**src/rtl/serial_debug_ring_arb.sv**
```systemverilog
// serial_debug_ring_arb: round-robin owner of the serial debug ring.
// Shifts a frame out, collects the returned frame, reports to the owner.
module serial_debug_ring_arb #(
  parameter int NUM_REQ = 2,
  parameter int SF_BITS = 144,
  parameter int TIMEOUT = 65535
) (
  input  logic                       clk,
  input  logic                       rst_n,
  input  logic [7:0]                 prescaler,
  input  logic [NUM_REQ-1:0]         req_valid,
  input  logic [NUM_REQ*SF_BITS-1:0] req_frame,
  output logic [NUM_REQ-1:0]         req_ready,
  output logic [NUM_REQ-1:0]         rsp_valid,
  output logic [SF_BITS-1:0]         rsp_frame,
  output logic                       rsp_timeout,
  output logic                       busy,
  output logic [2:0]                 grant_id,
  input  logic                       debug_tx_data,
  input  logic                       debug_tx_clk,
  output logic                       debug_rx_data,
  output logic                       debug_rx_clk
);

  localparam int CW = $clog2(SF_BITS + 1);
  localparam int TW = $clog2(TIMEOUT + 1);
  localparam logic [NUM_REQ-1:0] ONE = {{(NUM_REQ-1){1'b0}}, 1'b1};

  typedef enum logic [2:0] {
    S_IDLE, S_TX_LOW, S_TX_HIGH, S_RX_WAIT, S_RESP
  } state_t;

  state_t             r_st;
  logic [SF_BITS-1:0] r_sh;
  logic [SF_BITS-1:0] r_rx;
  logic [SF_BITS-1:0] r_rsp_frame;
  logic [CW-1:0]      r_tx_cnt;
  logic [CW-1:0]      r_rx_cnt;
  logic [TW-1:0]      r_to;
  logic [7:0]         r_ph;
  logic [2:0]         r_ptr;
  logic [2:0]         r_gid;
  logic [NUM_REQ-1:0] r_req_ready;
  logic [NUM_REQ-1:0] r_rsp_valid;
  logic               r_rsp_to;
  logic               r_busy;
  logic               r_dclk;
  logic               r_ddat;
  logic [2:0]         r_ck_s;
  logic [1:0]         r_dt_s;

  logic               w_edge;
  logic               w_bit;
  logic               w_rx_on;
  logic               w_take;
  logic [SF_BITS-1:0] w_rx_next;
  logic [CW-1:0]      w_cnt_next;
  logic               w_done;
  logic [7:0]         w_presc;
  logic               w_ph_end;
  logic               w_found;
  logic [2:0]         w_gid;
  logic [SF_BITS-1:0] w_frame;

  always_ff @(posedge clk or negedge rst_n) begin
    if (!rst_n) begin
      r_ck_s <= 3'b111;
      r_dt_s <= 2'b00;
    end else begin
      r_ck_s <= {r_ck_s[1:0], debug_tx_clk};
      r_dt_s <= {r_dt_s[0], debug_tx_data};
    end
  end

  assign w_edge = r_ck_s[1] & ~r_ck_s[2];
  assign w_bit  = r_dt_s[1];

  assign w_rx_on = (r_st == S_TX_LOW) || (r_st == S_TX_HIGH)
                || (r_st == S_RX_WAIT);
  assign w_take = w_rx_on && w_edge && (r_rx_cnt != CW'(SF_BITS));
  assign w_rx_next = w_take ? {r_rx[SF_BITS-2:0], w_bit} : r_rx;
  assign w_cnt_next = r_rx_cnt + {{(CW-1){1'b0}}, w_take};
  // Completion looks at this cycle's edge so it beats a same-cycle timeout
  assign w_done = (w_cnt_next == CW'(SF_BITS));

  assign w_presc  = (prescaler == 8'd0) ? 8'd1 : prescaler;
  assign w_ph_end = (r_ph == w_presc - 8'd1);

  // Last match wins, so the loop runs from lowest to highest priority
  always_comb begin
    w_found = 1'b0;
    w_gid   = '0;
    w_frame = '0;
    for (int k = NUM_REQ; k >= 1; k--) begin
      for (int i = 0; i < NUM_REQ; i++) begin
        if (req_valid[i] && (i == int'(r_ptr) + k ||
                             i == int'(r_ptr) + k - NUM_REQ)) begin
          w_found = 1'b1;
          w_gid   = 3'(i);
          w_frame = req_frame[i*SF_BITS +: SF_BITS];
        end
      end
    end
  end

  always_ff @(posedge clk or negedge rst_n) begin
    if (!rst_n) begin
      r_st        <= S_IDLE;
      r_sh        <= '0;
      r_rx        <= '0;
      r_rsp_frame <= '0;
      r_tx_cnt    <= '0;
      r_rx_cnt    <= '0;
      r_to        <= '0;
      r_ph        <= '0;
      r_ptr       <= 3'(NUM_REQ - 1);
      r_gid       <= '0;
      r_req_ready <= '0;
      r_rsp_valid <= '0;
      r_rsp_to    <= 1'b0;
      r_busy      <= 1'b0;
      r_dclk      <= 1'b1;
      r_ddat      <= 1'b0;
    end else begin
      r_req_ready <= '0;
      r_rsp_valid <= '0;
      if (w_take) begin
        r_rx     <= w_rx_next;
        r_rx_cnt <= w_cnt_next;
      end
      if (w_edge) r_to <= '0;
      unique case (r_st)
        S_IDLE: begin
          if (w_found) begin
            r_sh        <= w_frame << 1;
            r_ddat      <= w_frame[SF_BITS-1];
            r_dclk      <= 1'b0;
            r_req_ready <= ONE << w_gid;
            r_gid       <= w_gid;
            r_ptr       <= w_gid;
            r_busy      <= 1'b1;
            r_rx        <= '0;
            r_rx_cnt    <= '0;
            r_to        <= '0;
            r_tx_cnt    <= CW'(1);
            r_ph        <= '0;
            r_st        <= S_TX_LOW;
          end
        end
        S_TX_LOW: begin
          if (w_ph_end) begin
            r_ph   <= '0;
            r_dclk <= 1'b1;
            r_st   <= S_TX_HIGH;
          end else begin
            r_ph <= r_ph + 8'd1;
          end
        end
        S_TX_HIGH: begin
          if (w_ph_end) begin
            r_ph <= '0;
            if (r_tx_cnt == CW'(SF_BITS)) begin
              r_to <= '0;
              r_st <= S_RX_WAIT;
            end else begin
              r_ddat   <= r_sh[SF_BITS-1];
              r_sh     <= r_sh << 1;
              r_dclk   <= 1'b0;
              r_tx_cnt <= r_tx_cnt + CW'(1);
              r_st     <= S_TX_LOW;
            end
          end else begin
            r_ph <= r_ph + 8'd1;
          end
        end
        S_RX_WAIT: begin
          if (w_done) begin
            r_rsp_frame <= w_rx_next;
            r_rsp_to    <= 1'b0;
            r_rsp_valid <= ONE << r_gid;
            r_busy      <= 1'b0;
            r_st        <= S_RESP;
          end else if (!w_edge && r_to == TW'(TIMEOUT - 1)) begin
            r_rsp_frame <= r_rx;
            r_rsp_to    <= 1'b1;
            r_rsp_valid <= ONE << r_gid;
            r_busy      <= 1'b0;
            r_st        <= S_RESP;
          end else if (!w_edge) begin
            r_to <= r_to + TW'(1);
          end
        end
        S_RESP:  r_st <= S_IDLE;
        default: r_st <= S_IDLE;
      endcase
    end
  end

  assign req_ready     = r_req_ready;
  assign rsp_valid     = r_rsp_valid;
  assign rsp_frame     = r_rsp_frame;
  assign rsp_timeout   = r_rsp_to;
  assign busy          = r_busy;
  assign grant_id      = r_gid;
  assign debug_rx_data = r_ddat;
  assign debug_rx_clk  = r_dclk;

endmodule
```
**config.mk**
```make
export PLATFORM = sky130hd
export DESIGN_NAME = serial_debug_ring_arb
export DESIGN_NICKNAME = d
export VERILOG_FILES = /design/src/rtl/serial_debug_ring_arb.sv
export SDC_FILE = /design/constraint.sdc
export NUM_CORES = 1
export LEC_CHECK = 0
export BUFFER_PORTS_ARGS = -buffer_cell sky130_fd_sc_hd__buf_2
export CORE_UTILIZATION = 35
export DETAILED_ROUTE_END_ITERATION = 12
export HOLD_SLACK_MARGIN = 0.15
export PLACE_DENSITY = 0.65
export SLEW_MARGIN = 0
export SYNTH_ARGS = -nofsm -noshare
export SYNTH_HDL_FRONTEND = slang
export SYNTH_SLANG_ARGS = --single-unit
```
**constraint.sdc**
```tcl
create_clock -name clk -period 3.88 [get_ports clk]
set_clock_uncertainty 0.05 [all_clocks]
set_input_delay 0.388 -clock clk [delete_from_list [all_inputs] [get_ports clk]]
set_output_delay 0.388 -clock clk [all_outputs]
set_load 0.02 [all_outputs]
```
==> impl_metrics.env, run 1 <==
export IMPL_outcome="finished clean"
export IMPL_multi_input_area_um2=9840
export IMPL_grtUsageTotal_pct=17.9
export IMPL_finalNetCount=3204
export IMPL_setup_tns_ns=0
export IMPL_async_reset_ff_share_pct=100
export IMPL_grt_pass1_vias=18300
export IMPL_placed_cells=3595
export IMPL_vias=19400
export IMPL_place_congestion=0.823
export IMPL_synth_top_cell_area_share_pct=52.9
export IMPL_yosys_warnings=0
export IMPL_via_per_inst=5.12
export IMPL_relSlewSlack_pct=29.1
export IMPL_yosysTopAreaCell="dfrtp_1"
export IMPL_arrival_ns=4.07
export IMPL_seq_area_frac_synth_pct=53.5
export IMPL_start_util_pct=35.4
export IMPL_antenna_found_initial=12
export IMPL_drv_slew=0
export IMPL_clk_pin_slew_ns=0.07
export IMPL_syn_avg_cell_area_um2=9.38
export IMPL_end_kind="register"
export IMPL_drv_cap=0
export IMPL_drtPass1Iterations=6
export IMPL_min_delay_path_depth=4
export IMPL_syn2layout_area_growth_pct=26.2
export IMPL_drive_above_1_share_pct=21.2
export IMPL_drc_errors=0
export IMPL_grt_pass1_wl_um=98400
export IMPL_coreArea_um2=64600
export IMPL_cts_root_buf="clkbuf_16"
export IMPL_crit_fanout=94
export IMPL_finalCritPeriodShare_pct=94.1
export IMPL_tritoncts="done"
export IMPL_grt_max_degree=163
export IMPL_cp_slowest_cell="or4_1"
export IMPL_cts_setup_buffers=0
export IMPL_postRouteAntennaNets=0
export IMPL_yosys_register_bits=489
export IMPL_fin_cells=3792
export IMPL_cts_buffer_depth=3
export IMPL_drt_iter0_drc=1445
export IMPL_grt_overflow_total=0
export IMPL_worstHoldPathType="in -> reg"
export IMPL_tightest_slew_ns=1.06
export IMPL_crit_top_cell="ha_1"
export IMPL_required_ns=4.30
export IMPL_die_width_um=258
export IMPL_synth_cell_types=70
export IMPL_cts_sinks=489
export IMPL_design_die_area_um2=66400
export IMPL_synth_ff_type="dfrtp_1"
export IMPL_synthCells=2440
export IMPL_wl_um=61000
export IMPL_insertion_delay_ns=0.60
export IMPL_wl_per_cell_um=16.1
export IMPL_port_buffers=454
export IMPL_p_leak_nw=13.0
export IMPL_crit_chain="nor4bb_1 -> a2111o_2 -> inv_4 -> ha_1 -> ha_1 -> nor3b_1 -> a31oi_1 -> or4_1 -> o22a_1 -> nand2b_4 -> buf_16 -> nand2_1 -> o21ai_0"
export IMPL_yosysMostFrequentCell="nand2_1"
export IMPL_num_rows=93
export IMPL_h_tree_depth=2
export IMPL_fillers=6182
export IMPL_hold_viol_final=0
export IMPL_fmax_mhz=274
export IMPL_finalSetupViolCount=0
export IMPL_reg2regPathDepth=13
export IMPL_route_met3_wl_um=2930
export IMPL_wl_met2_um=28900
export IMPL_powerDensity_nw_per_um2=630
export IMPL_synthTopCellsByCount="nand2_1 (606), dfrtp_1 (484), o21ai_0 (250)"
export IMPL_dr_max_layer_used="met5"
export IMPL_max_stage_delay_ns=0.54
export IMPL_syn_area_um2=22900
export IMPL_die_y_um=258
export IMPL_rsz0062_at_grt="false"
export IMPL_dp_final_hpwl_um=40300
export IMPL_vdd_drop_max_uv=365
export IMPL_synth_edff_count=0
export IMPL_critPathLaunchType="register"
export IMPL_crit_type="reg -> reg"
export IMPL_cts_buffers=53
export IMPL_ios=457
export IMPL_wl_met1_um=27700
export IMPL_post_route_min_period_ns=3.65
export IMPL_seq_area_um2=12200
export IMPL_synth_area_leaders="dfrtp_1 (53%), nand2_1 (9.9%), a221o_1 (6.4%)"
[critical path, delay by kind of cell (launching register included)]
kind            cells  cell delay (ns)
fa+ha+maj           2             0.47
buf+inv             2             0.31
compound gates      4             0.67
simple gates        5             1.52
flops               1             0.43
[per-stage QoR]
| step | cell area (um2) | util, % | total power, W | worst slack (ns) | hold WS (ns) |
|---|---|---|---|---|---|
| 6_report | 28900 | 44.7 | 0.0182 | 0.231 | 0.183 |
| 5_1_grt | 28900 | 44.7 | 0.0195 | 0.0226 | 0.170 |
| 4_1_cts | 28900 | 44.7 | 0.0184 | 0.184 | 0.150 |
| 3_5_place_dp | 26100 | 40.5 | 0.0130 | 0.187 | 0.303 |
| 3_3_place_gp | 26100 | 40.5 | 0.0129 | 0.303 | 0.305 |
| 2_1_floorplan | 22900 | - | 0.0112 | 0.0135 | 0.0424 |
[placed cells by master (no fill, tap or decap), types with 13 or more instances in the layout]
cell,count
nand2_1,606
dfrtp_1,484
buf_2,453
o21ai_0,250
o21ai_1,203
a21oi_1,161
a221o_1,147
mux2i_1,145
dlygate4sd3_1,99
clkbuf_16,53
buf_4,37
nor2_1,36
nand3_1,19
buf_12,18
clkbuf_8,13
[layout make-up]
type	instances	area share [%]
tap	855	3.70
clock buffer	74	5.31
antenna	6	0.0520
clock inverter	18	0.671
inverter	12	0.165
multi-input combinational	1728	34.1
timing repair buffer	610	13.7
sequential	489	42.4
[flip-flops by register name (all words and copies together), names as in the netlist, 2 cells and up]
name / count
r_sh: 143
req_ready: 2
r_dt_s: 2
r_tx_cnt: 8
rsp_valid: 2
r_rx_cnt: 8
r_st: 3
r_to: 16
r_ck_s: 3
r_ph: 8
r_rx: 144
rsp_frame: 144
[power breakdown]
part | leakage (nW) | switching, W | internal, W | total [W]
Clock | 0.841 | 0.00214 | 0.00290 | 0.00504
Sequential | 6.61 | 0.00127 | 0.00662 | 0.00789
Combinational | 5.57 | 0.00301 | 0.00226 | 0.00527
[path summary, 6_finish.rpt]
path / slack (ns) / from / end
setup / recovery: 0.23 / r_rx_cnt[7]$_DFF_PN0_ / rsp_frame[62]$_DFFE_PN0P_
hold / removal: 0.18 / req_frame[112] / r_sh[113]$_DFFE_PN0P_
setup reg to reg: 0.23 / r_rx_cnt[7]$_DFF_PN0_ / rsp_frame[62]$_DFFE_PN0P_
hold reg to reg: 0.31 / r_ck_s[0]$_DFF_PN1_ / r_ck_s[1]$_DFF_PN1_
max in group asynchronous: 2.40 / rst_n / rsp_frame[70]$_DFFE_PN0P_
min in group asynchronous: 0.43 / rst_n / r_rx[108]$_DFF_PN0_
[what timing repair did]
action	CTS	global route
endpoints found under the hold margin	150	0
setup endpoints to repair	0	12
resized for setup	0	4
hold buffers	99	0
[kinds of logic after synthesis]
family / share of synthesized area, %
simple gates: 13.2
flops: 53.5
xor+xnor: 0.727
buf+inv: 3.85
compound gates: 21.9
mux: 6.34
fa+ha+maj: 0.437
other cells: 0.0164
[per-layer routing]
metal / vias up / track usage (%)
li1: 9546 / -
met1: 9271 / 24.8
met2: 482 / 28.7
met3: 96 / 3.29
met4: 10 / 5.01
met5: - / 0
No activity file was read; power rests on OpenSTA's default activity.
==> inputs of run 2 (changes only) <==
BUFFER_PORTS_ARGS = -buffer_cell sky130_fd_sc_hd__buf_4   (was -buffer_cell sky130_fd_sc_hd__buf_2)
==> impl_metrics.env, run 2 (synthesized netlist as in run 1, its figures left out) <==
export IMPL_die_y_um=258
export IMPL_antenna_found_initial=5
export IMPL_fmax_mhz=270
export IMPL_crit_chain="nand2b_1 -> a2111o_2 -> inv_4 -> ha_1 -> ha_1 -> nand3_1 -> o211a_1 -> a31oi_2 -> nor3_2 -> or3_1 -> o211a_1 -> a221o_1"
export IMPL_port_buffers=454
export IMPL_worstHoldPathType="in -> reg"
export IMPL_reg2reg_from="r_ck_s[1]$_DFF_PN1_"
export IMPL_crit_buf_inv=1
export IMPL_drt_iter0_drc=1305
export IMPL_post_route_min_period_ns=3.71
export IMPL_vias=19700
export IMPL_min_delay_path_depth=4
export IMPL_grt_max_degree=152
export IMPL_cp_slowest_cell="dfstp_2"
export IMPL_wl_um=62900
export IMPL_tightest_slew_ns=0.964
export IMPL_required_ns=4.31
export IMPL_h_tree_depth=2
export IMPL_syn2layout_area_growth_pct=31.1
export IMPL_finalSetupViolCount=0
export IMPL_placed_area_um2=27300
export IMPL_vdd_drop_max_uv=326
export IMPL_place_congestion=0.841
export IMPL_relSlewSlack_pct=35.6
export IMPL_finalNetCount=3202
export IMPL_postRouteAntennaNets=0
export IMPL_mostFrequentLayoutCells="nand2_1 (606), buf_4 (499), dfrtp_1 (484)"
export IMPL_finalCritPeriodShare_pct=95.5
export IMPL_crit_fanout=7
export IMPL_drv_slew=0
export IMPL_cts_sinks=489
export IMPL_design_power_total_w=0.0186
export IMPL_hold_path_startpoint="req_frame[204]"
export IMPL_tritoncts="done"
export IMPL_finalInstanceArea_um2=30000
export IMPL_dp_final_hpwl_um=42600
export IMPL_cts_buffer_depth=3
export IMPL_design_die_area_um2=66400
export IMPL_r2r_end="r_to[7]$_DFF_PN0_"
export IMPL_setup_tns_ns=0
export IMPL_p_leak_nw=13.3
export IMPL_max_stage_delay_ns=0.54
export IMPL_die_width_um=258
export IMPL_insertion_delay_ns=0.60
export IMPL_hold_viol_final=0
export IMPL_worst_slack_ns=0.173
export IMPL_r2r_setup_slack_ns=0.17
export IMPL_cts_root_buf="clkbuf_16"
export IMPL_powerDensity_nw_per_um2=620
export IMPL_end_kind="register"
export IMPL_drc_errors=0
export IMPL_grt_pass1_vias=19000
export IMPL_arrival_ns=4.14
export IMPL_drtPass1Iterations=5
export IMPL_coreArea_um2=64600
export IMPL_critPathLaunchType="register"
export IMPL_ios=457
export IMPL_reg2regPathDepth=12
export IMPL_grtUsageTotal_pct=18.3
export IMPL_wl_per_cell_um=16.6
export IMPL_via_per_inst=5.20
export IMPL_crit_type="reg -> reg"
export IMPL_grt_overflow_total=0
export IMPL_pre_cts_slack_ns=0.0682
export IMPL_drive_above_1_share_pct=21.4
export IMPL_cp_top_family="compound AO/OA/AOI/OAI gates"
export IMPL_drv_cap=0
export IMPL_worst_hold_path_endpoint="r_sh[61]$_DFFE_PN0P_"
export IMPL_num_rows=93
export IMPL_start_util_pct=35.4
export IMPL_clk_pin_slew_ns=0.06
export IMPL_outcome="finished clean"
export IMPL_grt_pass1_wl_um=100000
export IMPL_cts_buffers=53
export IMPL_final_common_cell="nand2_1"
-- run 2: cell type report --
type                            count  area [um2]
Clock inverter                     23         264
Inverter                           12        47.5
Fill cell                        5929       34600
Tap cell                          855        1070
Antenna cell                        3        7.51
Timing Repair Buffer              608        5020
Multi-Input combinational cell   1728        9850
Clock buffer                       75        1500
Sequential cell                   489       12200
-- run 2: where the power goes --
part	internal [W]	leakage (nW)	switching [W]
Sequential	0.00662	6.61	0.00128
Combinational	0.00252	5.81	0.00306
Clock	0.00298	0.866	0.00215
Total	0.0121	13.3	0.00649
-- run 2: worst min-delay path: cells and delay by family --
family	cells	cell delay, ns
AOI/OAI and AO/OA	3	0.32
buffers and inverters	1	0.07
-- run 2: per-layer routing --
layer,global-route usage (%),share of wire (%),wire (um)
met2,30.1,48,30200
met1,24.2,43,27200
met3,3.36,5.8,3620
met4,6.20,3.0,1910
met5,0,0.035,22
-- run 2: worst max path at each step --
stage	slack, ns	depth (start not counted)	end	from
2_1_floorplan	0.01	15	r_to[13]$_DFF_PN0_	r_rx_cnt[4]$_DFF_PN0_
3_3_place_gp	0.15	12	r_to[13]$_DFF_PN0_	r_ck_s[1]$_DFF_PN1_
3_5_place_dp	0.07	12	r_to[7]$_DFF_PN0_	r_ck_s[1]$_DFF_PN1_
4_1_cts	0.07	12	r_to[13]$_DFF_PN0_	r_ck_s[1]$_DFF_PN1_
5_1_grt	-0.01	12	rsp_frame[12]$_DFFE_PN0P_	r_ck_s[1]$_DFF_PN1_
6_report	0.17	12	r_to[7]$_DFF_PN0_	r_ck_s[1]$_DFF_PN1_
-- run 2: repair_timing --
item | 4_1_cts | 5_1_grt
setup endpoints to repair | 0 | 63
gates resized for setup | 0 | 6
hold buffers | 91 | 0
hold endpoints to repair | 148 | 0
setup buffers | 0 | 1
-- run 2: per-stage QoR --
step,utilization (%),hold WS [ns],cells
after global routing,46.4,0.165,3793
after detailed placement,42.2,0.292,3599
after floorplan,-,0.0424,2441
final,46.4,0.178,3793
after CTS,46.3,0.151,3788
after global placement,42.2,0.289,3599
==> inputs of run 3 (changes only) <==
CORE_MARGIN = 2   (was unset)
==> impl_metrics.env, run 3 (synthesized netlist as in run 1, its figures left out) <==
export IMPL_wl_um=64300
export IMPL_clk_pin_slew_ns=0.07
export IMPL_dp_final_hpwl_um=43100
export IMPL_syn2layout_area_growth_pct=33.5
export IMPL_crit_type="reg -> reg"
export IMPL_worstHoldPathType="in -> reg"
export IMPL_crit_top_cell="ha_1"
export IMPL_cts_buffers=54
export IMPL_cts_buffer_depth=3
export IMPL_drtPass1Iterations=5
export IMPL_tritoncts="done"
export IMPL_coreArea_um2=64600
export IMPL_grt_overflow_total=0
export IMPL_cts_root_buf="clkbuf_16"
export IMPL_cts_sinks=489
export IMPL_via_per_inst=5.19
export IMPL_fmax_mhz=260
export IMPL_design_power_total_w=0.0190
export IMPL_required_ns=4.31
export IMPL_vias=19900
export IMPL_critPathLaunchType="register"
export IMPL_final_common_cell="nand2_1"
export IMPL_drv_slew=0
export IMPL_drt_iter0_drc=1490
export IMPL_post_route_min_period_ns=3.84
export IMPL_hold_viol_final=0
export IMPL_grt_max_degree=214
export IMPL_drive_above_1_share_pct=21.6
export IMPL_tightest_slew_ns=1.09
export IMPL_fillers=5972
export IMPL_relSlewSlack_pct=27.3
export IMPL_postRouteAntennaNets=0
export IMPL_worst_slack_ns=0.0368
export IMPL_die_width_um=260
export IMPL_antenna_found_initial=7
export IMPL_end_kind="register"
export IMPL_design_die_area_um2=67500
export IMPL_num_rows=93
export IMPL_port_buffers=454
export IMPL_powerDensity_nw_per_um2=622
export IMPL_fin_cells=3834
export IMPL_cp_slowest_cell="dfrtp_1"
export IMPL_h_tree_depth=2
export IMPL_grtUsageTotal_pct=18.4
export IMPL_die_y_um=260
export IMPL_crit_chain="nor4_1 -> a2111o_2 -> inv_4 -> ha_1 -> ha_1 -> nor3b_1 -> a31oi_1 -> or3_1 -> nor4_4 -> buf_12 -> buf_4 -> mux2i_1 -> o21ai_0"
export IMPL_insertion_delay_ns=0.62
export IMPL_placed_cells=3601
export IMPL_drc_errors=0
export IMPL_pre_cts_slack_ns=0.0635
export IMPL_arrival_ns=4.28
export IMPL_grt_pass1_wl_um=101000
export IMPL_max_stage_delay_ns=0.47
export IMPL_ios=457
export IMPL_p_leak_nw=13.6
export IMPL_vdd_drop_max_uv=423
export IMPL_mostFrequentLayoutCells="nand2_1 (606), buf_4 (501), dfrtp_1 (484)"
export IMPL_wl_per_cell_um=16.8
export IMPL_finalSetupViolCount=0
export IMPL_crit_fanout=19
export IMPL_start_util_pct=35.4
export IMPL_outcome="finished clean"
export IMPL_drv_cap=0
export IMPL_final_util_pct=47.3
export IMPL_finalCritPeriodShare_pct=99.1
export IMPL_grt_pass1_vias=19200
export IMPL_place_congestion=0.872
export IMPL_finalNetCount=3239
export IMPL_crit_buf_inv=3
export IMPL_cp_top_family="simple AND/OR/NAND/NOR gates"
run 3: cell types whose count changed in the layout (fill, tap and decap cells not counted), sizes merged, moves of 2 or more:
cell and delta:
dlygate4sd3 +32, clkinvlp -2, diode +4, buf +3
clkbuf +3, clkinv -2
run 3: what timing repair did:
action                                 CTS  global route
hold buffers                           123             0
endpoints found under the hold margin  161             0
setup endpoints to repair                0           144
gates resized for setup                  0             8
buffers inserted                         0             2
run 3: area by class of cell:
class                           count  area (um2)  share of cell area (%)
Sequential cell                   489       12200                    40.1
Antenna cell                        7        17.5                  0.0573
Multi-Input combinational cell   1729        9870                    32.3
Inverter                           12        47.5                   0.156
Clock buffer                       78        1620                    5.31
Tap cell                          855        1070                    3.50
Clock inverter                     21         290                   0.950
Timing Repair Buffer              643        5390                    17.6
run 3: final timing paths:
| check | startpoint | endpoint | slack (ns) | cells after the start |
|---|---|---|---|---|
| max | r_rx_cnt[3]$_DFF_PN0_ | rsp_frame[18]$_DFFE_PN0P_ | 0.04 | 13 |
| min | req_frame[85] | r_sh[86]$_DFFE_PN0P_ | 0.18 | 4 |
| max reg2reg | r_rx_cnt[3]$_DFF_PN0_ | rsp_frame[18]$_DFFE_PN0P_ | 0.04 | 13 |
| min reg2reg | r_ck_s[1]$_DFF_PN1_ | r_ck_s[2]$_DFF_PN1_ | 0.30 | 0 |
| max in group asynchronous | rst_n | r_sh[135]$_DFFE_PN0P_ | 2.35 | 3 |
| min in group asynchronous | rst_n | rsp_frame[108]$_DFFE_PN0P_ | 0.39 | 2 |
run 3: through the flow:
step,hold WS (ns),setup TNS (ns),instance area [um2]
global route,0.169,-1.67,30500
global placement,0.290,0,27300
detailed placement,0.297,0,27300
floorplan,0.0424,0,22900
finish,0.175,0,30500
CTS,0.150,0,30400
run 3: worst reg2reg max path, delay by kind of cell (launching register included):
| kind | cells | cell delay [ns] |
|---|---|---|
| simple gates | 4 | 1.33 |
| buf+inv | 3 | 0.56 |
| compound gates | 3 | 0.46 |
| fa+ha+maj | 2 | 0.47 |
| mux | 1 | 0.36 |
| flops | 1 | 0.47 |
run 3: metal layers:
layer,global-route usage (%),share of wire (%)
met5,0,0
met4,6.26,3.0
met3,3.74,5.7
met2,31.1,49
met1,23.5,42
run 3: report_power, final:
part | switching, W | internal, W | leakage [nW]
Sequential | 0.00126 | 0.00663 | 6.61
Combinational | 0.00312 | 0.00259 | 5.99
Clock | 0.00216 | 0.00325 | 0.948
